$ cat src/rtl/taglist_pkg.sv
// -----------------------------------------------------------------------------
// taglist_pkg
//   Items shared by the tag-list writer and the ROM-side logic:
//     - bit positions and widths of the packed 32-bit tag-list entry
//     - the ROM word address width
//     - the writer FSM state encoding
//   Entry layout: [31:28] zero, [27:21] tag, [20:11] start, [10:1] end,
//   [0] last flag.
// -----------------------------------------------------------------------------
package taglist_pkg;

   localparam int ROM_AW    = 10;

   localparam int TAG_W     = 7;
   localparam int TAG_LSB   = 21;
   localparam int START_W   = ROM_AW;
   localparam int START_LSB = 11;
   localparam int END_W     = ROM_AW;
   localparam int END_LSB   = 1;
   localparam int LAST_BIT  = 0;

   localparam int ENTRY_W   = 32;

   typedef enum logic [2:0] {
      ST_IDLE  = 3'd0,
      ST_READY = 3'd1,
      ST_WRITE = 3'd2,
      ST_DONE  = 3'd3,
      ST_ERR   = 3'd4
   } state_t;

endpackage

$ cat src/rtl/taglist_writer.sv
// -----------------------------------------------------------------------------
// taglist_writer
//   Turns a stream of segment descriptors (length-1, last) into packed
//   tag-list entries written one per WRITE cycle into a tag-list RAM.
//   Segments are laid out back to back in ROM word space starting at 0.
//
// Ports
//   clock_n      in   clock, all state on its rising edge
//   reset        in   asynchronous active-high reset
//   list_start   in   one-cycle pulse, (re)starts a list from any state
//   seg_valid    in   descriptor offered
//   seg_ready    out  descriptor accepted this cycle (READY only)
//   seg_len      in   segment length in ROM words minus 1
//   seg_last     in   final segment of the list
//   taglist_wr   out  RAM write enable (WRITE only)
//   taglist_addr out  RAM entry index
//   taglist_data out  packed entry
//   entry_count  out  entries written in the current list
//   done         out  list closed with its last flag written
//   error        out  ROM address overflow or descriptor seen in DONE
// -----------------------------------------------------------------------------
module taglist_writer
   import taglist_pkg::*;
#(
   parameter int MAX_ENTRIES = 127
) (
   input  logic                 clock_n,
   input  logic                 reset,
   input  logic                 list_start,
   input  logic                 seg_valid,
   output logic                 seg_ready,
   input  logic [ROM_AW-1:0]    seg_len,
   input  logic                 seg_last,
   output logic                 taglist_wr,
   output logic [TAG_W-1:0]     taglist_addr,
   output logic [ENTRY_W-1:0]   taglist_data,
   output logic [7:0]           entry_count,
   output logic                 done,
   output logic                 error
);

   state_t               state_q, state_d;

   logic [7:0]           index_q, index_d;
   logic [ROM_AW:0]      base_q,  base_d;     // 11 bits: may reach 1024
   logic [ROM_AW-1:0]    end_q,   end_d;
   logic                 last_q,  last_d;
   logic [7:0]           count_q, count_d;
   logic [TAG_W-1:0]     addr_q,  addr_d;
   logic [ENTRY_W-1:0]   data_q,  data_d;

   logic [ROM_AW:0]      sum_w;
   logic                 ovf_w;
   logic                 last_w;
   logic                 accept_w;
   logic [ENTRY_W-1:0]   entry_w;

   // End address of the offered segment; bit 10 set means it does not fit
   // in ROM space (this also catches base already at 1024).
   assign sum_w    = base_q + {1'b0, seg_len};
   assign ovf_w    = sum_w[ROM_AW];
   // The final slot of the RAM always closes the list.
   assign last_w   = seg_last | (index_q == 8'(MAX_ENTRIES - 1));
   assign accept_w = (state_q == ST_READY) && seg_valid;

   always_comb begin
      entry_w                         = '0;
      entry_w[TAG_LSB   +: TAG_W]     = index_q[TAG_W-1:0] + 7'd1;
      entry_w[START_LSB +: START_W]   = base_q[ROM_AW-1:0];
      entry_w[END_LSB   +: END_W]     = sum_w[ROM_AW-1:0];
      entry_w[LAST_BIT]               = last_w;
   end

   // ---------------- FSM: state register ----------------
   always_ff @(posedge clock_n or posedge reset) begin
      if (reset) state_q <= ST_IDLE;
      else       state_q <= state_d;
   end

   // ---------------- FSM: next state ----------------
   always_comb begin
      state_d = state_q;
      if (list_start) begin
         state_d = ST_READY;
      end else begin
         unique case (state_q)
            ST_IDLE:  state_d = ST_IDLE;
            ST_READY: if (seg_valid) state_d = ovf_w ? ST_ERR : ST_WRITE;
            ST_WRITE: state_d = last_q ? ST_DONE : ST_READY;
            ST_DONE:  if (seg_valid) state_d = ST_ERR;
            ST_ERR:   state_d = ST_ERR;
            default:  state_d = ST_IDLE;
         endcase
      end
   end

   // ---------------- FSM: outputs ----------------
   always_comb begin
      seg_ready  = (state_q == ST_READY);
      taglist_wr = (state_q == ST_WRITE);
      done       = (state_q == ST_DONE);
      error      = (state_q == ST_ERR);
   end

   // ---------------- datapath next state ----------------
   // The entry is registered on the handshake edge, so address and data are
   // valid during the WRITE cycle and then simply held.
   always_comb begin
      index_d = index_q;
      base_d  = base_q;
      end_d   = end_q;
      last_d  = last_q;
      count_d = count_q;
      addr_d  = addr_q;
      data_d  = data_q;
      if (list_start) begin
         index_d = '0;
         base_d  = '0;
         count_d = '0;
      end else begin
         if (accept_w && !ovf_w) begin
            end_d  = sum_w[ROM_AW-1:0];
            last_d = last_w;
            addr_d = index_q[TAG_W-1:0];
            data_d = entry_w;
         end
         if (state_q == ST_WRITE) begin
            index_d = index_q + 8'd1;
            count_d = index_q + 8'd1;
            base_d  = {1'b0, end_q} + 11'd1;
         end
      end
   end

   always_ff @(posedge clock_n or posedge reset) begin
      if (reset) begin
         index_q <= '0;
         base_q  <= '0;
         end_q   <= '0;
         last_q  <= 1'b0;
         count_q <= '0;
         addr_q  <= '0;
         data_q  <= '0;
      end else begin
         index_q <= index_d;
         base_q  <= base_d;
         end_q   <= end_d;
         last_q  <= last_d;
         count_q <= count_d;
         addr_q  <= addr_d;
         data_q  <= data_d;
      end
   end

   assign taglist_addr = addr_q;
   assign taglist_data = data_q;
   assign entry_count  = count_q;

endmodule

$ cat config.mk
export PLATFORM = sky130hd
export DESIGN_NAME = taglist_writer
export DESIGN_NICKNAME = d
export VERILOG_FILES = /design/src/rtl/taglist_pkg.sv /design/src/rtl/taglist_writer.sv
export SDC_FILE = /design/constraint.sdc
export NUM_CORES = 1
export LEC_CHECK = 0
export ABC_CLOCK_PERIOD_IN_PS = 2690
export CORE_ASPECT_RATIO = 2
export CORE_MARGIN = 5
export CORE_UTILIZATION = 46
export CTS_CLUSTER_DIAMETER = 120
export DETAILED_ROUTE_END_ITERATION = 16
export GPL_TIMING_DRIVEN = 0
export PLACE_DENSITY = 0.77
export SLEW_MARGIN = 20
export SYNTH_ARGS = -nofsm -noshare
export SYNTH_HDL_FRONTEND = slang
export SYNTH_SLANG_ARGS = --single-unit
$ cat constraint.sdc
create_clock -name clock_n -period 2.69 [get_ports clock_n]
set_input_delay 0.538 -clock clock_n [delete_from_list [all_inputs] [get_ports clock_n]]
set_output_delay 0.538 -clock clock_n [all_outputs]
set_load 0.01 [all_outputs]
==> out/qor.csv, run 1 <==
stage;metric;value;unit
floorplanning;die area;8360;µm²
clock_network;Clock Sinks;57;
power_and_ir_drop;sw frac;28.6;%
place;Post-Place Cells;426;
logic_synthesis;#FFs+latches synth;57;
run_status;status;finished, violations left;
layout;n_diodes;0;
global_routing;initial antenna violation count;0;
route;# DRC;0;
layout;# nets final;398;
timing;Tcrit/Tclk final;106;%
setup_path;Worst R2R End;taglist_data[13]$_DFFE_PP0P_;
setup_path;CP max FO;5;
clock_network;Num CTS Buffers;9;
route;vias per cell;5.28;
timing;Hold Vio Cnt, Final;0;
floorplanning;I/O Pins;66;
timing;Slew Limit Fails;0;
min_path;min-delay worst type;flip-flop to flip-flop;
timing;max_slew headroom;50.5;%
global_routing;vias in the first global route;2607;
layout;layout cells sized above 1;22.7;%
min_path;hold path depth;1;
setup_path;reg-to-reg setup timing slack;-0.16;ns
power_and_ir_drop;combinational power share;27.9;%
logic_synthesis;Primary FF master, synth;dfrtp_1;
layout;Area Overhead vs Synth;47.4;%
logic_synthesis;ys async rst share;100;%
power_and_ir_drop;Reg power frac;37.4;%
logic_synthesis;sequential area share after synthesis;47.4;%
setup_path;WP data arrival;3.07;ns
layout;Layout Cells excl Fill;460;
logic_synthesis;mapped cell area;3010;µm²
clock_network;Worst-path clk slew;0.05;ns
layout;Fillers;498;
global_routing;grt total ovfl;0;
setup_path;critical path data required time;2.90;ns
setup_path;crit path launch;seg_len[5];
clock_network;worst skew pair latency;0.33;ns
route;antenna-violating nets left;0;
floorplanning;CORE AREA;6360;µm²
clock_network;CTS tree;built;
power_and_ir_drop;power density over the cells;674;nW/µm²
route;1st-iter DRT viols;93;
place;RePlAce Congestion;0.795;
route;DR vias;2431;
setup_path;R2R Path Start;base_q[0]$_DFFE_PP0P_;
timing;Worst Skew;0.00457;ns
timing;min cycle time layout;2.86;ns
power_and_ir_drop;leakage;2.08;nW
floorplanning;Die Y;124;µm
route;TritonRoute pass-1 iters;4;
place;port bufs;61;
setup_path;crit end category;flip-flop;
logic_synthesis;total of warnings raised by yosys;0;
logic_synthesis;Post-synth EDFFs;0;
power_and_ir_drop;clock share of power;34.6;%
setup_path;Reg2Reg Depth;11;
timing;RSZ-0062 raised after global routing;true;
global_routing;Total Routing Usage GR;20.1;%
place;dpl hpwl;5280;µm
setup_path;Worst Setup Start Kind;primary input;
min_path;hold path start;taglist_data[11]$_DFFE_PP0P_;
power_and_ir_drop;Cell Int Power;2.13;mW
run_status;failing checks;setup timing;
flow_run;maxcap violations;0;
clock_network;Post-CTS Hold Fix Bufs;0;
route;WL/cell;16.8;µm
power_and_ir_drop;peak supply drop;0.465;mV
timing;upper clock frequency limit;349;MHz
logic_synthesis;Synth cell types;41;
timing;Tightest Pin Transition;0.733;ns
clock_network;clk root buf;clkbuf_16;
floorplanning;Starting Density;47.3;%
logic_synthesis;Syn Inst Count;276;
clock_network;clk buf depth;2;
floorplanning;row cnt;41;
timing;Setup WS post-layout;-0.171;ns
setup_path;worst setup path class;primary input to flip-flop;
global_routing;first-pass GRT wire length;12600;µm
route;WL final;7750;µm
timing;final setup violation count;36;
logic_synthesis;Syn Area/Cell;10.9;µm²
min_path;Hold Path End;taglist_data[11]$_DFFE_PP0P_;
floorplanning;die width;67.2;µm
place;pre-CTS setup slack;-0.997;ns
clock_network;H-tree depth;3;
power_and_ir_drop;switching power;0.855;mW
global_routing;largest net degree at the start of global routing;58;
==> power by group through the flow <==
stage                     Sequential, mW  Clock (mW)  Combinational (mW)
final                               1.12        1.03               0.835
after CTS                           1.12        1.05               0.818
after floorplan                     1.13           0               0.364
after global routing                1.14        1.08               0.906
after detailed placement            1.13           0               0.714
after global placement              1.12           0               0.698
==> layout by cell type (no fill, tap or decap), types with 4 or more instances in the layout <==
cell and n:
a211oi_1 10, nand3_1 10, dfrtp_1 57, ha_1 8, clkdlybuf4s50_1 56, clkbuf_1 6, clkbuf_16 10, a21oi_1 5
nand4_1 4, inv_1 10, mux2i_1 4, mux2_4 27, dlygate4sd2_1 4, nor3_1 6, xor2_1 11, ha_4 4
xnor2_1 15, nand2_1 15, and3_1 5, nor2_1 31, buf_6 6, buf_4 16, conb_1 4
==> through the flow <==
step	hold slack (ns)	util, %	setup TNS, ns	total power [mW]	cell area, µm²
6_report	0.500	69.7	-5.29	2.99	4440
5_1_grt	0.521	69.7	-8.17	3.13	4440
4_1_cts	0.504	68.7	-4.72	2.98	4370
3_5_place_dp	0.485	60.4	-33.85	1.84	3840
3_3_place_gp	0.474	60.3	-47.78	1.82	3840
2_1_floorplan	0.486	-	-5.65	1.50	3120
==> critical path, stage by stage <==
cell and delay [ns]:
clkdlybuf4s50_1 0.51, ha_4 0.23, a21o_1 0.20, o21a_4 0.24
a221oi_4 0.36, mux2i_4 0.37, buf_6 0.18, buf_8 0.14
mux2_4 0.30
==> cell families after synthesis <==
group / after synthesis / synth area share (%)
fa+ha+maj: 14 / 6.07
buf+inv: 27 / 4.11
other cells: 1 / 0.125
compound gates: 33 / 8.56
xor+xnor: 26 / 7.56
mux: 37 / 13.8
flops: 57 / 47.4
simple gates: 81 / 12.4
==> registers in the layout, indices dropped and copies added (netlist names) <==
name          flops
entry_count       8
base_q           11
end_q             9
state_q           3
taglist_addr      7
taglist_data     19
==> layer usage <==
metal | up-vias | track usage, % | part of all wire [%]
met5 | - | 0 | 0
met2 | 80 | 36.7 | 57
li1 | 1137 | - | -
met3 | 21 | 4.24 | 4.9
met4 | 0 | 10.5 | 3.7
met1 | 1193 | 19.9 | 34
==> synthesized netlist by cell type, types with 2 or more instances <==
| cell type | instances | area share (%) |
|---|---|---|
| a21oi_1 | 5 | 0.83 |
| a211oi_1 | 10 | 2.5 |
| dfrtp_1 | 57 | 47 |
| and2_1 | 2 | 0.42 |
| o21a_1 | 2 | 0.50 |
| and3_1 | 5 | 1.0 |
| ha_1 | 13 | 5.4 |
| nor3_1 | 6 | 1.0 |
| clkbuf_1 | 4 | 0.50 |
| mux2_2 | 6 | 2.2 |
| buf_2 | 3 | 0.50 |
| nand3_1 | 10 | 1.7 |
| xor2_1 | 11 | 3.2 |
| nand4_1 | 4 | 0.83 |
| nand2b_1 | 2 | 0.42 |
| nor2_1 | 31 | 3.9 |
| mux2_1 | 26 | 9.7 |
| inv_1 | 13 | 1.6 |
| buf_4 | 5 | 1.2 |
| nor3b_1 | 2 | 0.50 |
| mux2i_1 | 4 | 1.3 |
| xnor2_1 | 15 | 4.4 |
| o21ai_0 | 3 | 0.50 |
| a21o_1 | 3 | 0.75 |
| nand2_1 | 15 | 1.9 |
| nor2b_1 | 4 | 0.83 |
==> worst max-delay path by stage <==
| stage | end | slack, ns |
|---|---|---|
| floorplan | taglist_addr[0]$_DFFE_PP0P_ | -0.20 |
| global placement | taglist_addr[5]$_DFFE_PP0P_ | -0.97 |
| detailed placement | end_q[8]$_DFFE_PP0P_ | -1.0 |
| CTS | taglist_data[13]$_DFFE_PP0P_ | -0.17 |
| global route | end_q[8]$_DFFE_PP0P_ | -0.25 |
| finish | taglist_data[13]$_DFFE_PP0P_ | -0.17 |
==> layout make-up <==
cell class	count	area (µm²)	area share [%]
plain buffers	12	108	2.43
well taps	86	108	2.43
clock buffers	13	260	5.87
inverters	14	60.1	1.35
repair buffers	80	808	18.2
clock inverters	3	15.0	0.338
multi-input cells	195	1650	37.2
flip-flops and latches	57	1430	32.1
==> what timing repair did <==
action | in CTS | in global routing
hold endpoints to repair | 0 | 0
pin swaps | 7 | 0
setup endpoints to repair | 38 | 37
setup buffers | 13 | 4
gates resized for setup | 42 | 7
gates cloned | 2 | 1
Power figures use the tool's default switching activity.
==> inputs of run 2 (changes only) <==
--- a/config.mk
+++ b/config.mk
@@ -8,11 +8,12 @@
 export ABC_CLOCK_PERIOD_IN_PS = 2690
 export CORE_ASPECT_RATIO = 2
 export CORE_MARGIN = 5
-export CORE_UTILIZATION = 46
+export CORE_UTILIZATION = 57
 export CTS_CLUSTER_DIAMETER = 120
 export DETAILED_ROUTE_END_ITERATION = 16
+export DONT_BUFFER_PORTS = 1
 export GPL_TIMING_DRIVEN = 0
-export PLACE_DENSITY = 0.77
+export PLACE_DENSITY = 0.75
 export SLEW_MARGIN = 20
 export SYNTH_ARGS = -nofsm -noshare
 export SYNTH_HDL_FRONTEND = slang
==> out/qor.csv, run 2 (synthesis results as in run 1) <==
stage;metric;value;unit;change
route;antenna-violating nets left;0;;unchanged
place;RePlAce Congestion;0.793;;-0.21%
route;WL final;7320;µm;-5.5%
layout;n_diodes;0;;unchanged
clock_network;Num CTS Buffers;9;;unchanged
layout;Fillers;362;;-27%
timing;Tcrit/Tclk final;107;%;+0.24 points
power_and_ir_drop;total power draw;2.82;mW;-5.7%
timing;min cycle time layout;2.87;ns;+0.00644 ns
route;WL/cell;19.8;µm;+18%
setup_path;crit end category;flip-flop;;
clock_network;clk buf depth;2;;unchanged
route;# DRC;0;;unchanged
timing;Slew Limit Fails;0;;unchanged
place;port bufs;0;;-100%
global_routing;grt total ovfl;0;;unchanged
timing;Worst Skew;0.00751;ns;+0.00294 ns
power_and_ir_drop;power density over the cells;752;nW/µm²;+12%
layout;most frequent cells in the layout;dfrtp_1 (57), nor2_1 (31), mux2_4 (28);;
global_routing;first-pass GRT wire length;11200;µm;-12%
route;vias per cell;5.91;;+12%
route;DR vias;2181;;-10%
global_routing;Total Routing Usage GR;22.0;%;+2.0 points
timing;final setup TNS;-5.08;ns;+0.212 ns
setup_path;reg-to-reg setup timing slack;-0.18;ns;-0.02 ns
run_status;failing checks;setup timing;;
floorplanning;I/O Pins;66;;unchanged
setup_path;WP data arrival;3.09;ns;+0.02 ns
timing;Hold Vio Cnt, Final;0;;unchanged
setup_path;CP max FO;5;;unchanged
clock_network;H-tree depth;3;;unchanged
run_status;status;finished, violations left;;
timing;upper clock frequency limit;349;MHz;-0.22%
clock_network;Clock Sinks;57;;unchanged
global_routing;initial antenna violation count;0;;unchanged
timing;RSZ-0062 raised after global routing;true;;
flow_run;maxcap violations;0;;unchanged
floorplanning;Starting Density;58.6;%;+11 points
floorplanning;die area;6920;µm²;-17%
power_and_ir_drop;peak supply drop;0.548;mV;+18%
floorplanning;row cnt;37;;-9.8%
layout;max FFs per register;19;;unchanged
timing;max_slew headroom;51.8;%;+1.4 points
global_routing;vias in the first global route;2266;;-13%
min_path;min-delay worst type;primary input to asynchronous set/reset pin;;
floorplanning;CORE AREA;5140;µm²;-19%
setup_path;Worst Setup Start Kind;flip-flop;;
timing;Tightest Pin Transition;0.713;ns;-0.0200 ns
timing;Setup WS post-layout;-0.178;ns;-0.00644 ns
clock_network;CTS tree;built;;
global_routing;largest net degree at the start of global routing;58;;unchanged
timing;final setup violation count;35;;-2.8%
route;TritonRoute pass-1 iters;4;;unchanged
floorplanning;die width;61.4;µm;-8.7%
floorplanning;Die Y;113;µm;-9.3%
layout;commonest non-fill, non-tap cell in the layout;dfrtp_1;;
layout;# nets final;335;;-16%
layout;Area Overhead vs Synth;24.4;%;
layout;layout cells sized above 1;25.4;%;+2.7 points
place;dpl hpwl;4880;µm;-7.6%
setup_path;critical path data required time;2.91;ns;about the same
power_and_ir_drop;leakage;1.83;nW;-12%
clock_network;clk root buf;clkbuf_8;;
setup_path;worst setup path class;flip-flop to flip-flop;;
clock_network;Worst-path clk slew;0.07;ns;+0.02 ns
route;1st-iter DRT viols;85;;-8.6%
clock_network;worst skew pair latency;0.34;ns;about the same
-- run 2: critical path: stages (launching register included) --
cell and delay [ns]:
dfrtp_1 0.42, ha_4 0.18, inv_2 0.05, fa_2 0.20, nor2b_2 0.05, o2111a_1 0.28, o21a_4 0.23, a221oi_4 0.37
mux2i_4 0.35, buf_6 0.17, clkbuf_16 0.15, mux2_4 0.29
-- run 2: cell type report --
type	instances	area (µm²)	share of cell area, %
buffer	13	111	2.97
multi-input combinational	195	1640	43.7
clock inverter	5	125	3.34
timing repair buffer	16	169	4.51
clock buffer	11	151	4.04
inverter	14	55.1	1.47
tap	58	72.6	1.94
sequential	57	1430	38.1
-- run 2: layer usage --
metal | share of wire (%) | GRT usage (%)
met1 | 34 | 21.7
met2 | 56 | 39.4
met3 | 7.2 | 7.65
met4 | 3.0 | 9.49
met5 | 0 | 0
-- run 2: path summary, 6_finish.rpt --
| kind | startpoint | end | cells after the start |
|---|---|---|---|
| hold reg to reg | taglist_data[0]$_DFFE_PP0P_ | taglist_data[0]$_DFFE_PP0P_ | 1 |
| hold / removal | reset | taglist_addr[0]$_DFFE_PP0P_ | 1 |
| setup reg to reg | base_q[0]$_DFFE_PP0P_ | end_q[6]$_DFFE_PP0P_ | 11 |
| setup / recovery | base_q[0]$_DFFE_PP0P_ | end_q[6]$_DFFE_PP0P_ | 11 |
| max in group asynchronous | reset | taglist_data[18]$_DFFE_PP0P_ | 1 |
| min in group clock_n | list_start | state_q[0]$_DFFE_PP0P_ | 2 |
-- run 2: metrics by stage --
step	utilization (%)	std cells	setup slack [ns]	cell area, µm²	hold WS [ns]
after floorplan	-	279	-0.202	3120	0.486
after global placement	62.1	337	-0.500	3190	0.516
after detailed placement	62.2	337	-0.533	3190	0.526
after CTS	70.8	364	-0.159	3640	0.206
after global routing	72.9	369	-0.303	3750	0.243
final	72.9	369	-0.178	3750	0.172
-- run 2: power by group --
group          switching, mW  leakage [nW]  internal [mW]  total (mW)
clock network          0.346         0.140          0.758        1.10
logic                  0.240         0.934          0.302       0.543
registers              0.203         0.757          0.969        1.17
-- run 2: repair_timing --
| action | in CTS | in global routing |
|---|---|---|
| hold buffers | 0 | 0 |
| gates resized for setup | 23 | 12 |
| hold endpoints to repair | 0 | 0 |
| pin swaps | 3 | 3 |
| gates cloned | 1 | 1 |
| setup endpoints to repair | 36 | 36 |
| buffers inserted | 10 | 5 |
